===== src/rtl/axis_frame_csum.sv =====
// AXI-Stream pass-through that appends a modular-sum checksum word (with tlast) to each frame.
// Counts completed frames and flags frames force-ended at MAX_LEN words.
module axis_frame_csum #(
    parameter int unsigned DW      = 16,
    parameter int unsigned MAX_LEN = 2048,
    parameter int unsigned LW      = 12,
    parameter int unsigned CW      = 16
) (
    input  logic          clk_i,
    input  logic          rst_ni,
    input  logic [DW-1:0] s_tdata_i,
    input  logic          s_tvalid_i,
    input  logic          s_tlast_i,
    output logic          s_tready_o,
    output logic [DW-1:0] m_tdata_o,
    output logic          m_tvalid_o,
    output logic          m_tlast_o,
    input  logic          m_tready_i,
    output logic [CW-1:0] frame_cnt_o,
    output logic          err_oversize_o
);

    localparam logic [0:0] StPass = 1'b0;
    localparam logic [0:0] StCsum = 1'b1;

    logic [0:0]    state_q, state_d;
    logic [DW-1:0] sum_q, sum_d;
    logic [LW-1:0] len_q, len_d;
    logic [DW-1:0] m_tdata_q, m_tdata_d;
    logic          m_tvalid_q, m_tvalid_d;
    logic          m_tlast_q, m_tlast_d;
    logic [CW-1:0] frame_cnt_q, frame_cnt_d;
    logic          err_q, err_d;

    logic free;
    logic accept;
    logic at_max;

    assign free       = !m_tvalid_q || m_tready_i;
    // Gated by reset so no word is taken while the block is held in reset.
    assign s_tready_o = rst_ni && (state_q == StPass) && free;
    assign accept     = s_tvalid_i && s_tready_o;
    assign at_max     = (len_q == LW'(MAX_LEN - 1));

    always_comb begin
        state_d     = state_q;
        sum_d       = sum_q;
        len_d       = len_q;
        m_tdata_d   = m_tdata_q;
        m_tvalid_d  = m_tvalid_q;
        m_tlast_d   = m_tlast_q;
        err_d       = 1'b0;
        frame_cnt_d = frame_cnt_q;

        if (m_tvalid_q && m_tready_i) begin
            m_tvalid_d = 1'b0;
            if (m_tlast_q) begin
                frame_cnt_d = frame_cnt_q + CW'(1);
            end
        end

        case (state_q)
            StPass: begin
                if (accept) begin
                    m_tdata_d  = s_tdata_i;
                    m_tlast_d  = 1'b0;
                    m_tvalid_d = 1'b1;
                    sum_d      = sum_q + s_tdata_i;
                    len_d      = len_q + LW'(1);
                    if (s_tlast_i || at_max) begin
                        state_d = StCsum;
                    end
                    err_d = at_max && !s_tlast_i;
                end
            end
            default: begin
                if (free) begin
                    m_tdata_d  = sum_q;
                    m_tlast_d  = 1'b1;
                    m_tvalid_d = 1'b1;
                    sum_d      = '0;
                    len_d      = '0;
                    state_d    = StPass;
                end
            end
        endcase
    end

    always_ff @(posedge clk_i or negedge rst_ni) begin
        if (!rst_ni) begin
            state_q     <= StPass;
            sum_q       <= '0;
            len_q       <= '0;
            m_tdata_q   <= '0;
            m_tvalid_q  <= 1'b0;
            m_tlast_q   <= 1'b0;
            frame_cnt_q <= '0;
            err_q       <= 1'b0;
        end else begin
            state_q     <= state_d;
            sum_q       <= sum_d;
            len_q       <= len_d;
            m_tdata_q   <= m_tdata_d;
            m_tvalid_q  <= m_tvalid_d;
            m_tlast_q   <= m_tlast_d;
            frame_cnt_q <= frame_cnt_d;
            err_q       <= err_d;
        end
    end

    assign m_tdata_o      = m_tdata_q;
    assign m_tvalid_o     = m_tvalid_q;
    assign m_tlast_o      = m_tlast_q;
    assign frame_cnt_o    = frame_cnt_q;
    assign err_oversize_o = err_q;

endmodule

===== config.mk =====
export PLATFORM = sky130hd
export DESIGN_NAME = axis_frame_csum
export DESIGN_NICKNAME = d
export VERILOG_FILES = /design/src/rtl/axis_frame_csum.sv
export SDC_FILE = /design/constraint.sdc
export NUM_CORES = 1
export LEC_CHECK = 0
export ABC_AREA = 1
export BUFFER_PORTS_ARGS = -buffer_cell sky130_fd_sc_hd__buf_2
export CAP_MARGIN = 20
export CORE_MARGIN = 10
export CORE_UTILIZATION = 62
export DETAILED_ROUTE_END_ITERATION = 7
export GPL_TIMING_DRIVEN = 0
export PLACE_DENSITY_LB_ADDON = 0.12
export SYNTH_ARGS = -nofsm -noshare
export SYNTH_HDL_FRONTEND = slang
export SYNTH_SLANG_ARGS = --single-unit

===== constraint.sdc =====
create_clock -name clk_i -period 4 [get_ports clk_i]
set_clock_uncertainty 0.2 [all_clocks]
set_input_delay 0.4 -clock clk_i [delete_from_list [all_inputs] [get_ports clk_i]]
set_output_delay 0.4 -clock clk_i [all_outputs]
set_load 0.05 [all_outputs]

Yosys cells after proc, flatten, opt, wreduce, memory -nomap -nowiden
Cells that the tools add are included.
{ "word_totals": {"regBits": 64, "latch_bits": 0, "mem_bits_rw": 0, "mem_bits_ro": 0, "inputBits": 21, "output_inout_bits": 36, "elab_cells": 48, "n_memories": 0} }
{ "op_classes": {"addsub": 3, "multipliers": 0, "n_div": 0, "n_lt_le_gt_ge": 0, "n_eq_ne": 2, "n_shift": 0, "muxes": 22, "n_bitwise": 1, "reduce_logical": 12} }
{ "ops": {"columns": ["operator", "n"], "rows": [
  ["16-bit two-way mux", 6],
  ["12-bit two-way mux", 3],
  ["16-bit by 1-bit adder with 16-bit output, second input constant", 1],
  ["16-bit adder", 1],
  ["1-bit two-way mux", 13],
  ["12-bit by 1-bit adder with 12-bit output, second input constant", 1],
  ["12-bit by 11-bit == test with 1-bit output, second input constant", 1],
  ["1-bit logical AND", 5],
  ["2-bit AND reduction", 2],
  ["1-bit zero test", 2],
  ["1-bit logical OR", 2],
  ["2-bit by 1-bit != test with 1-bit output, second input constant", 1],
  ["2-bit nonzero test", 1],
  ["1-bit NOT", 1]
]} }

Logic depth before layout (Yosys ltp)
Gate-level depths: netlist of the first run.
{ "depth": {"word_depth": 6, "depth_mapped": 11, "depth_no_buf": 11} }

Worst setup path before layout of the first run
OpenSTA, ideal clock, no wires.
{ "synth_path": {"path_type": "reg-to-output", "start": "register m_tvalid_q, in the netlist m_tvalid_o", "end": "output s_tready_o", "arrival_ns": 1.471, "t_required_ns": 3.400, "path_slack_ns": 1.929, "stages_incl_launch_ff": 4, "n_path_buf": 0, "path_cell_list": "dfrtp_1 -> nand2_2 -> nand2_1 -> nor2_1"} }
{ "synth_via": {"elab_chain_cells": 3} }
{ "synth_rtl": {"columns": ["element", "line", "rtl"], "rows": [
  ["start: declaration", "30", "logic m_tvalid_q, m_tvalid_d;"],
  ["start signal: assignment", "104", "m_tvalid_q <= m_tvalid_d;"],
  ["1-bit zero test", "39", "assign free = !m_tvalid_q || m_tready_i;"],
  ["1-bit logical OR", "39", null],
  ["1-bit logical AND", "41", "assign s_tready_o = rst_ni && (state_q == StPass) && free;"],
  ["end: declaration", "14", "output logic s_tready_o,"]
]} }
No other way between the ends.

Final worst setup path of the first run
{ "layout_path": {"start": "input rst_ni", "end": "output s_tready_o"} }
{ "layout_via": {"elab_chain_cells": 2} }
{ "layout_rtl": {"columns": ["element", "line", "rtl"], "rows": [
  ["start: declaration", "10", "input logic rst_ni,"],
  ["1-bit logical AND (2 in series)", "41", null]
]} }
No other way between the ends.

==> out/metrics.cfg, run 1 <==
[status]
status=completed

[pwr]
p_int_uw=1750
p_clk_share_pct=21.0
vdd_drop_max_mv=0.510
p_leak_uw=0.00237
swShare_pct=47.1
p_sw_uw=1560
p_per_area_nw_per_um2=754
combPwrFrac_pct=47.8
p_seq_share_pct=31.3

[worst_hold_path]
holdPathStages=2
min_to=err_oversize_o
hp-start=s_tlast_i
hold_class=in2reg

[logic_synthesis]
mappedNetlistNets=535
syn-mean-instance-area_um2=7.57
synth_cells=496
synth_top_area_share_pct=42.7
yosysSeqAreaShare_pct=42.7
synth_area_um2=3750
ys_ff_latch=64
synth_area_leaders=dfrtp_1, nand2_1, inv_1, ha_1, nor2_1
ys_warn_count=0
yosysTopAreaCell=dfrtp_1
synth_cell_types=35

[clock_tree]
cts-resized-gates=0
clk_pin_slew_ns=0.08
insertion_delay_ns=0.35
cts_tree=built
h-tree-depth=3
cts_root_buf=clkbuf_8
cts_buffer_depth=2
cts_sinks=64
cts_made_buffers=9

[placement]
routabilityCongestion=0.910
hpwl_mm=6.78
port_buffers=56

[global_route]
grt_max_degree=67
grt_pass1_vias=3387
grt_pass1_wl_mm=15.5
antenna_found_initial=0
overflow=0
track_usage_pct=19.3

[critical_path]
crit_type=in2out
r2r-start=sum_q[0]
setup.worst_path.end_class=output pin
cp-start-kind=input port
r2r_cells=11
crit_fanout=66
reg2reg_slack_ns=1.98
required_ns=3.40
timing.rr.end=sum_q[8]
crit_arrival_ns=2.17

[sta]
rsz0062_at_grt=false
period_share_pct=69.3
hold_violations=0
drv_slew=0
relSlewSlack_pct=45.4
hold_slack_ns=0.0433
finalSetupViolCount=0
tightest_slew_ns=0.819
clock.fmax_ghz=0.361
tns_ns=0
period_needed_ns=2.77

[cells_and_area]
post-route-util_pct=74.5
n_fill_cell=470
syn_to_final_growth_pct=16.8
diodes=0
drive_gt1_share_pct=17.0
nets=603

[floorplanning]
fp.dieH_um=97.8
dieWidth_um=97.8
ioPinCount=57
coreArea_um2=5890
start_util_pct=63.8
die_area_um2=9560
rows=28

[drt]
dr.pass1.iters=4
ant_nets=0
drc_errors=0
avgRoutedWirePerCell_um=14.5
vias=3469
drt_iter0_markers=183
viasPerCell=5.39
drt-total-wl_mm=9.35

[job]
drv_cap=0

-- logic make-up after synthesis --
group / after synthesis / synth area share [%]
buffers and inverters: 71 / 7.60
DFF: 64 / 42.7
AOI/OAI and AO/OA: 51 / 7.84
adders and majority gates: 18 / 6.20
xor gates and xnor gates: 18 / 4.20
and+or+nand+nor: 273 / 31.2
muxes: 1 / 0.300
-- synthesized netlist by cell type --
master / count
a21oi_1: 16
a22o_1: 2
a31oi_1: 16
and2_1: 1
buf_2: 6
buf_4: 1
buf_6: 1
clkbuf_1: 3
dfrtp_1: 64
fa_1: 1
ha_1: 17
inv_1: 58
inv_2: 2
mux2_2: 1
nand2_1: 166
nand2_2: 5
nand3_1: 25
nand3_2: 1
nand3b_1: 3
nand4_1: 8
nand4_2: 1
nor2_1: 44
nor2_2: 3
nor2_4: 3
nor3_1: 11
nor3_2: 1
o211ai_1: 1
o21a_1: 1
o21ai_0: 10
o21ai_1: 2
o22ai_1: 1
o31ai_1: 2
or2_2: 1
xnor2_1: 11
xor2_1: 7
-- layout make-up --
type                       instances  area [um^2]  share of cell area (%)
multi-input combinational        361         1870                    42.6
sequential                        64         1600                    36.5
timing repair buffer              57          293                    6.68
inverter                          60          225                    5.14
clock buffer                      10          128                    2.91
clock inverter                     6          116                    2.65
tap                               75         93.8                    2.14
buffer                            11         60.1                    1.37
-- how the worst max path moves through the flow --
| stage | slack, ns | cells past startpoint | startpoint | to |
|---|---|---|---|---|
| floorplan | 1.93 | 3 | m_tvalid_o | s_tready_o |
| global placement | 1.14 | 6 | rst_ni | m_tdata_o[8] |
| detailed placement | 1.59 | 6 | rst_ni | m_tdata_o[5] |
| CTS | 1.20 | 5 | rst_ni | s_tready_o |
| global route | 1.08 | 5 | rst_ni | s_tready_o |
| finish | 1.23 | 5 | rst_ni | s_tready_o |
-- repair_timing --
| action | 4_1_cts | 5_1_grt |
|---|---|---|
| hold buffers | 1 | 0 |
| buffers inserted | 0 | 0 |
| endpoints found under the hold margin | 64 | 0 |
-- stage by stage --
stage                     setup slack, ns  total power (uW)  area [um^2]  instances
after global placement               1.14              2550         4130        627
final                                1.23              3310         4380        644
after global routing                 1.08              3540         4380        644
after floorplan                      1.93              2210         3750        496
after CTS                            1.20              3300         4380        644
after detailed placement             1.59              2600         4130        627
-- registers in the layout (all words and copies together) (netlist names) --
name            flops
err_oversize_o      1
m_tvalid_o          1
m_tlast_o           1
sum_q              16
len_q              12
state_q             1
m_tdata_o          16
frame_cnt_o        16
-- cells in the final DEF (no fill, tap or decap), types with 3 or more instances in the layout --
master | Yosys | final
nor2_2 | 3 | 3
nand2_2 | 5 | 5
bufinv_16 | 0 | 3
xor2_1 | 7 | 7
nand3b_1 | 3 | 3
o21ai_0 | 10 | 10
a31oi_1 | 16 | 16
clkbuf_1 | 3 | 4
nand2_1 | 166 | 166
buf_2 | 6 | 61
nor2_4 | 3 | 3
nand4_1 | 8 | 8
clkbuf_8 | 0 | 9
nand3_1 | 25 | 25
a21oi_1 | 16 | 16
nor3_1 | 11 | 11
xnor2_1 | 11 | 11
inv_1 | 58 | 58
ha_1 | 17 | 17
dfrtp_1 | 64 | 64
nor2_1 | 44 | 44
-- power groups by stage --
stage	combinational [uW]	sequential [uW]	clock [uW]
after floorplan	821	1390	0
after global placement	1520	1020	0
after detailed placement	1570	1030	0
after CTS	1580	1030	697
after global routing	1750	1060	731
final	1580	1030	693
-- routing by layer --
metal  vias to the layer above  wire length [um]  global-route usage [%]
met2                        98              4470                    31.3
met4                         0               244                    10.1
met1                      1622              4080                    23.2
li1                       1729                 -                       -
met5                         -                 0                       0
met3                        20               554                    5.00
-- critical path, stage by stage --
cell	delay (ns)
dlygate4sd3_1	0.53
buf_4	0.64
nand2_1	0.12
nor2_1	0.15
buf_2	0.29
Note: power is estimated with default switching activity, not from simulation.
==> run 2, diff against run 1 <==
ABC_AREA = 0   (was 1)
CORE_UTILIZATION = 51   (was 62)
clock period = 2.25 ns   (was 4 ns; I/O delays follow)
==> out/metrics.cfg, run 2 <==
[critical_path]
crit_path_max_incr_delay_ns=0.40
r2r_cells=7
r2r-start=sum_q[9]
cp-start-kind=flip-flop
setup.worst_path.end=sum_q[15]
timing.rr.end=sum_q[15]
crit_chain=ha_4, and2_4, a221o_1, a31o_1, or3_1, and3_1, a211o_1
setup.worst_path.end_class=flip-flop
crit_type=reg2reg
crit_fanout=6
crit_arrival_ns=2.49
cp_slowest_cell=dfrtp_1
required_ns=2.28
reg2reg_slack_ns=-0.21
startpoint=sum_q[9]

[floorplanning]
ioPinCount=57
dieWidth_um=102
rows=29
fp.dieH_um=102
coreArea_um2=6460
die_area_um2=10500
start_util_pct=53.6

[cells_and_area]
final_common_cell=dfrtp_1
nets=475
n_fill_cell=517
drive_gt1_share_pct=27.7
layout_common_cells=dfrtp_1, buf_2, nand2_1, o21ai_0, nor2_1
post-route-util_pct=67.9
diodes=0
syn_to_final_growth_pct=26.6
layout.cells.non_filler=517
fin_area_um2=4390

[placement]
placed_cells=484
hpwl_mm=6.04
routabilityCongestion=0.887
port_buffers=56
place_area_um2=3880

[logic_synthesis]
mappedNetlistNets=390
synth_cells=351
synth_area_um2=3460
synthFlopType=dfrtp_1
synth_top_area_share_pct=46.2
yosys-top-cells-count=dfrtp_1, nand2_1, o21ai_0
yosysTopAreaCell=dfrtp_1
yosysSeqAreaShare_pct=46.2
async_flop_share_pct=100
synth_cell_types=48
ys_warn_count=0
synth.most_common_cell=dfrtp_1
ys_ff_latch=64
synth_area_leaders=dfrtp_1, ha_1, nand2_1, mux2i_1, o21ai_0
syn-mean-instance-area_um2=9.87
synth_edf_count=0

[pwr]
vdd_drop_max_mv=0.675
p_leak_uw=0.00210
p_per_area_nw_per_um2=1350

[global_route]
busiest_layer=met2
grtUsageMet3_pct=3.51
grt_use_met2_pct=29.4
grt_pass1_vias=3031
met1_usage_pct=21.4
grt_pass1_wl_mm=14.6
overflow=0
track_usage_pct=17.5
antenna_found_initial=0
grt_max_degree=67

[status]
failed_checks=hold timing, setup timing
status=finished, violations left

[drt]
drt_iter0_markers=109
drt-total-wl_mm=9.09
viasPerCell=5.71
ant_nets=0
vias=2950
avgRoutedWirePerCell_um=17.6
dr.pass1.iters=4
drc_errors=0

[sta]
tightest_slew_ns=0.776
relSlewSlack_pct=48.3
drv_slew=0
clock.fmax_ghz=0.407
hold_slack_ns=-0.358
period_needed_ns=2.46
setup_slack_ns=-0.207
hold_violations=66
finalSetupViolCount=6
rsz0062_at_grt=true
period_share_pct=109

[clock_tree]
cts.hold.buffers_added=2
h-tree-depth=3
insertion_delay_ns=0.35
cts_root_buf=clkbuf_8
clk_pin_slew_ns=0.07
cts_tree=built
cts_made_buffers=9
cts_sinks=64
cts_buffer_depth=2

[job]
drv_cap=0

[worst_hold_path]
hold_class=in2async

run 2: cell count changes after synthesis, sizes merged, moves of 10 or more:
cell | before | now
a31oi | 16 | 1
inv | 60 | 5
mux2i | 0 | 16
nand2 | 171 | 47
nand3 | 26 | 16
nor2 | 50 | 23
nor3 | 12 | 2
o21ai | 12 | 29
run 2: critical path: cells and delay by family (launching register included):
kind | cells | cell delay [ns]
compound gates | 3 | 0.82
simple gates | 3 | 0.68
fa+ha+maj | 1 | 0.24
flops | 1 | 0.40
run 2: final cells by class:
cell class / instances / area, um^2 / area share [%]
clock inverter: 6 / 61.3 / 1.40
timing repair buffer: 77 / 457 / 10.4
sequential: 64 / 1600 / 36.5
multi-input combinational: 268 / 1980 / 45.2
inverter: 5 / 18.8 / 0.428
tap: 77 / 96.3 / 2.20
buffer: 11 / 42.5 / 0.970
clock buffer: 9 / 124 / 2.82
run 2: where the power goes:
| group | switching (uW) | internal, uW | leakage (uW) | total (uW) |
|---|---|---|---|---|
| logic | 2000 | 1180 | 0.00117 | 3180 |
| clock network | 469 | 501 | 0.0000948 | 969 |
| registers | 287 | 1500 | 0.000840 | 1790 |
run 2: layer usage:
| layer | routed length [um] | vias to the layer above |
|---|---|---|
| met3 | 527 | 8 |
| met4 | 113 | 0 |
| met1 | 4080 | 1450 |
| met5 | 0 | - |
| li1 | - | 1422 |
| met2 | 4370 | 70 |
run 2: worst min-delay path by stage:
| stage | startpoint | endpoint | slack [ns] |
|---|---|---|---|
| floorplan | rst_ni | err_oversize_o | -0.27 |
| detailed placement | rst_ni | m_tdata_o[5] | 0.19 |
| global route | rst_ni | m_tdata_o[5] | -0.28 |
| global placement | s_tlast_i | err_oversize_o | 0.21 |
| CTS | rst_ni | m_tdata_o[5] | -0.30 |
| finish | rst_ni | m_tdata_o[5] | -0.36 |
run 2: repair_timing:
| item | 4_1_cts | 5_1_grt |
|---|---|---|
| pin swaps | 14 | 12 |
| gates cloned | 0 | 0 |
| endpoints found under the hold margin | 66 | 64 |
| buffers inserted | 11 | 8 |
| resized for setup | 23 | 15 |
| setup endpoints to repair | 14 | 11 |
run 2: stage by stage:
step | worst slack [ns] | total power (uW) | setup TNS [ns]
6_report | -0.207 | 5940 | -0.488
5_1_grt | -0.265 | 6300 | -0.773
4_1_cts | -0.312 | 5710 | -0.344
3_5_place_dp | -0.590 | 4520 | -8.55
3_3_place_gp | -1.01 | 4430 | -28.86
2_1_floorplan | -0.277 | 3820 | -0.277
run 2: logic make-up (layout without fill, tap and decap cells):
| group | after synthesis | in the layout | share of synthesized area (%) |
|---|---|---|---|
| simple gates | 126 | 126 | 17.5 |
| mux | 17 | 17 | 4.95 |
| fa+ha+maj | 18 | 18 | 6.72 |
| flops | 64 | 64 | 46.2 |
| buf+inv | 19 | 108 | 2.31 |
| compound gates | 76 | 76 | 14.4 |
| xor+xnor | 31 | 31 | 7.84 |
==> run 3, diff against run 2 <==
CELL_PAD_IN_SITES_DETAIL_PLACEMENT = 0   (was default)
CELL_PAD_IN_SITES_GLOBAL_PLACEMENT = 2   (was default)
CORE_UTILIZATION = 32   (was 51)
==> out/metrics.cfg, run 3 (synthesis gave the netlist of run 2 again) <==
[sta]
relSlewSlack_pct=46.8
finalSetupViolCount=6
period_needed_ns=2.50
period_share_pct=111
hold_violations=64
drv_slew=0
clock.fmax_ghz=0.400
rsz0062_at_grt=true
hold_slack_ns=-0.324
setup_slack_ns=-0.250
tightest_slew_ns=0.798

[cells_and_area]
n_fill_cell=1060
diodes=0
multi_input_area_um2=2020
area.sequential_um2=1600
layout_common_cells=dfrtp_1, buf_2, nand2_1, o21ai_0, nor2_1
final_common_cell=dfrtp_1
nets=480
drive_gt1_share_pct=29.4
layout.cells.non_filler=581
syn_to_final_growth_pct=32.2

[placement]
port_buffers=56
routabilityCongestion=0.796
placed_cells=543
pre_cts_slack_ns=-0.705
hpwl_mm=6.69

[drt]
viasPerCell=5.03
drt_iter0_markers=167
drt-total-wl_mm=9.86
vias=2921
avgRoutedWirePerCell_um=17.0
ant_nets=0
dr.pass1.iters=4
drc_errors=0

[critical_path]
required_ns=2.29
setup.worst_path.end_class=flip-flop
r2r_cells=7
crit_arrival_ns=2.54
crit_chain=ha_4, a21o_1, a221o_1, a31o_1, or3_4, and3_4, a211o_1
reg2reg_slack_ns=-0.25
cp_slowest_cell=dfrtp_1
crit_fanout=2
cp-start-kind=flip-flop
crit_type=reg2reg
timing.rr.end=sum_q[15]
crit_path_max_incr_delay_ns=0.41
r2r-start=sum_q[8]

[floorplanning]
rows=37
fp.dieH_um=124
ioPinCount=57
die_area_um2=15400
start_util_pct=33.3
dieWidth_um=124
coreArea_um2=10400

[clock_tree]
cts_root_buf=clkbuf_8
cts_tree=built
insertion_delay_ns=0.35
cts_sinks=64
h-tree-depth=3
cts.hold.buffers_added=2
clk_pin_slew_ns=0.07
cts_buffer_depth=2
cts_made_buffers=9

[status]
failed_checks=hold timing, setup timing
status=finished, violations left

[global_route]
overflow=0
grt_pass1_wl_mm=16.1
grt_pass1_vias=3012
grt_max_degree=67
antenna_found_initial=0
track_usage_pct=13.3

[pwr]
p_int_uw=3450
combPwrFrac_pct=53.0
p_seq_share_pct=28.6
p_leak_uw=0.00216
p_clk_share_pct=18.3
p_sw_uw=2800
p_per_area_nw_per_um2=1360
swShare_pct=44.8
vdd_drop_max_mv=0.552

[worst_hold_path]
hold_class=in2async

[job]
drv_cap=0

## run 3: cell count changes in the layout (fill, tap and decap cells not counted), sizes merged
cell / change
clkbuf: +5
clkinvlp: -1
clkinv: -3
bufinv: +1
buf: +3
## run 3: what timing repair did
item / in CTS / in global routing
cloned: 0 / 0
buffers inserted: 16 / 9
setup endpoints to repair: 16 / 15
pin swaps: 11 / 29
resized for setup: 30 / 21
hold endpoints to repair: 66 / 64
## run 3: through the flow
stage	TNS [ns]	power, uW	utilization [%]	cell area (um^2)
floorplan	-0.277	3820	-	3500
global placement	-37.11	4530	37.9	3950
detailed placement	-12.01	4560	38.0	3950
CTS	-0.506	6100	42.8	4450
global route	-0.989	6690	44.0	4580
finish	-0.469	6250	44.0	4580
## run 3: metal layers
layer	vias to the layer above	wire, um	GRT usage, %
met3	12	474	2.81
li1	1437	-	-
met4	0	148	5.25
met1	1417	4710	17.9
met2	55	4530	20.5
met5	-	0	0
## run 3: cell type report
type	instances	area share [%]
plain buffers	11	1.04
clock buffers	12	3.39
clock inverters	3	1.42
inverters	5	0.410
multi-input cells	268	44.1
flip-flops and latches	64	35.0
well taps	136	3.72
repair buffers	82	11.0
## run 3: worst max-delay path by stage
stage / start / to / slack, ns / cells after the start
after floorplan: sum_q[8] / sum_q[15] / -0.28 / 8
after global placement: rst_ni / len_q[6] / -1.25 / 8
after detailed placement: rst_ni / len_q[8] / -0.70 / 8
after CTS: sum_q[8] / sum_q[15] / -0.35 / 8
after global routing: sum_q[9] / sum_q[15] / -0.32 / 7
final: sum_q[8] / sum_q[15] / -0.25 / 7
## run 3: worst max-delay path, delay by kind of cell (launching register included)
kind	cells	cell delay, ns
compound gates	4	0.97
fa+ha+maj	1	0.25
flops	1	0.41
simple gates	2	0.57
## run 3: power by group through the flow
stage	clock network, uW	registers, uW	logic [uW]
floorplan	0	2420	1400
global placement	0	1780	2750
detailed placement	0	1800	2760
CTS	1170	1780	3140
global route	1230	1840	3620
finish	1150	1790	3310
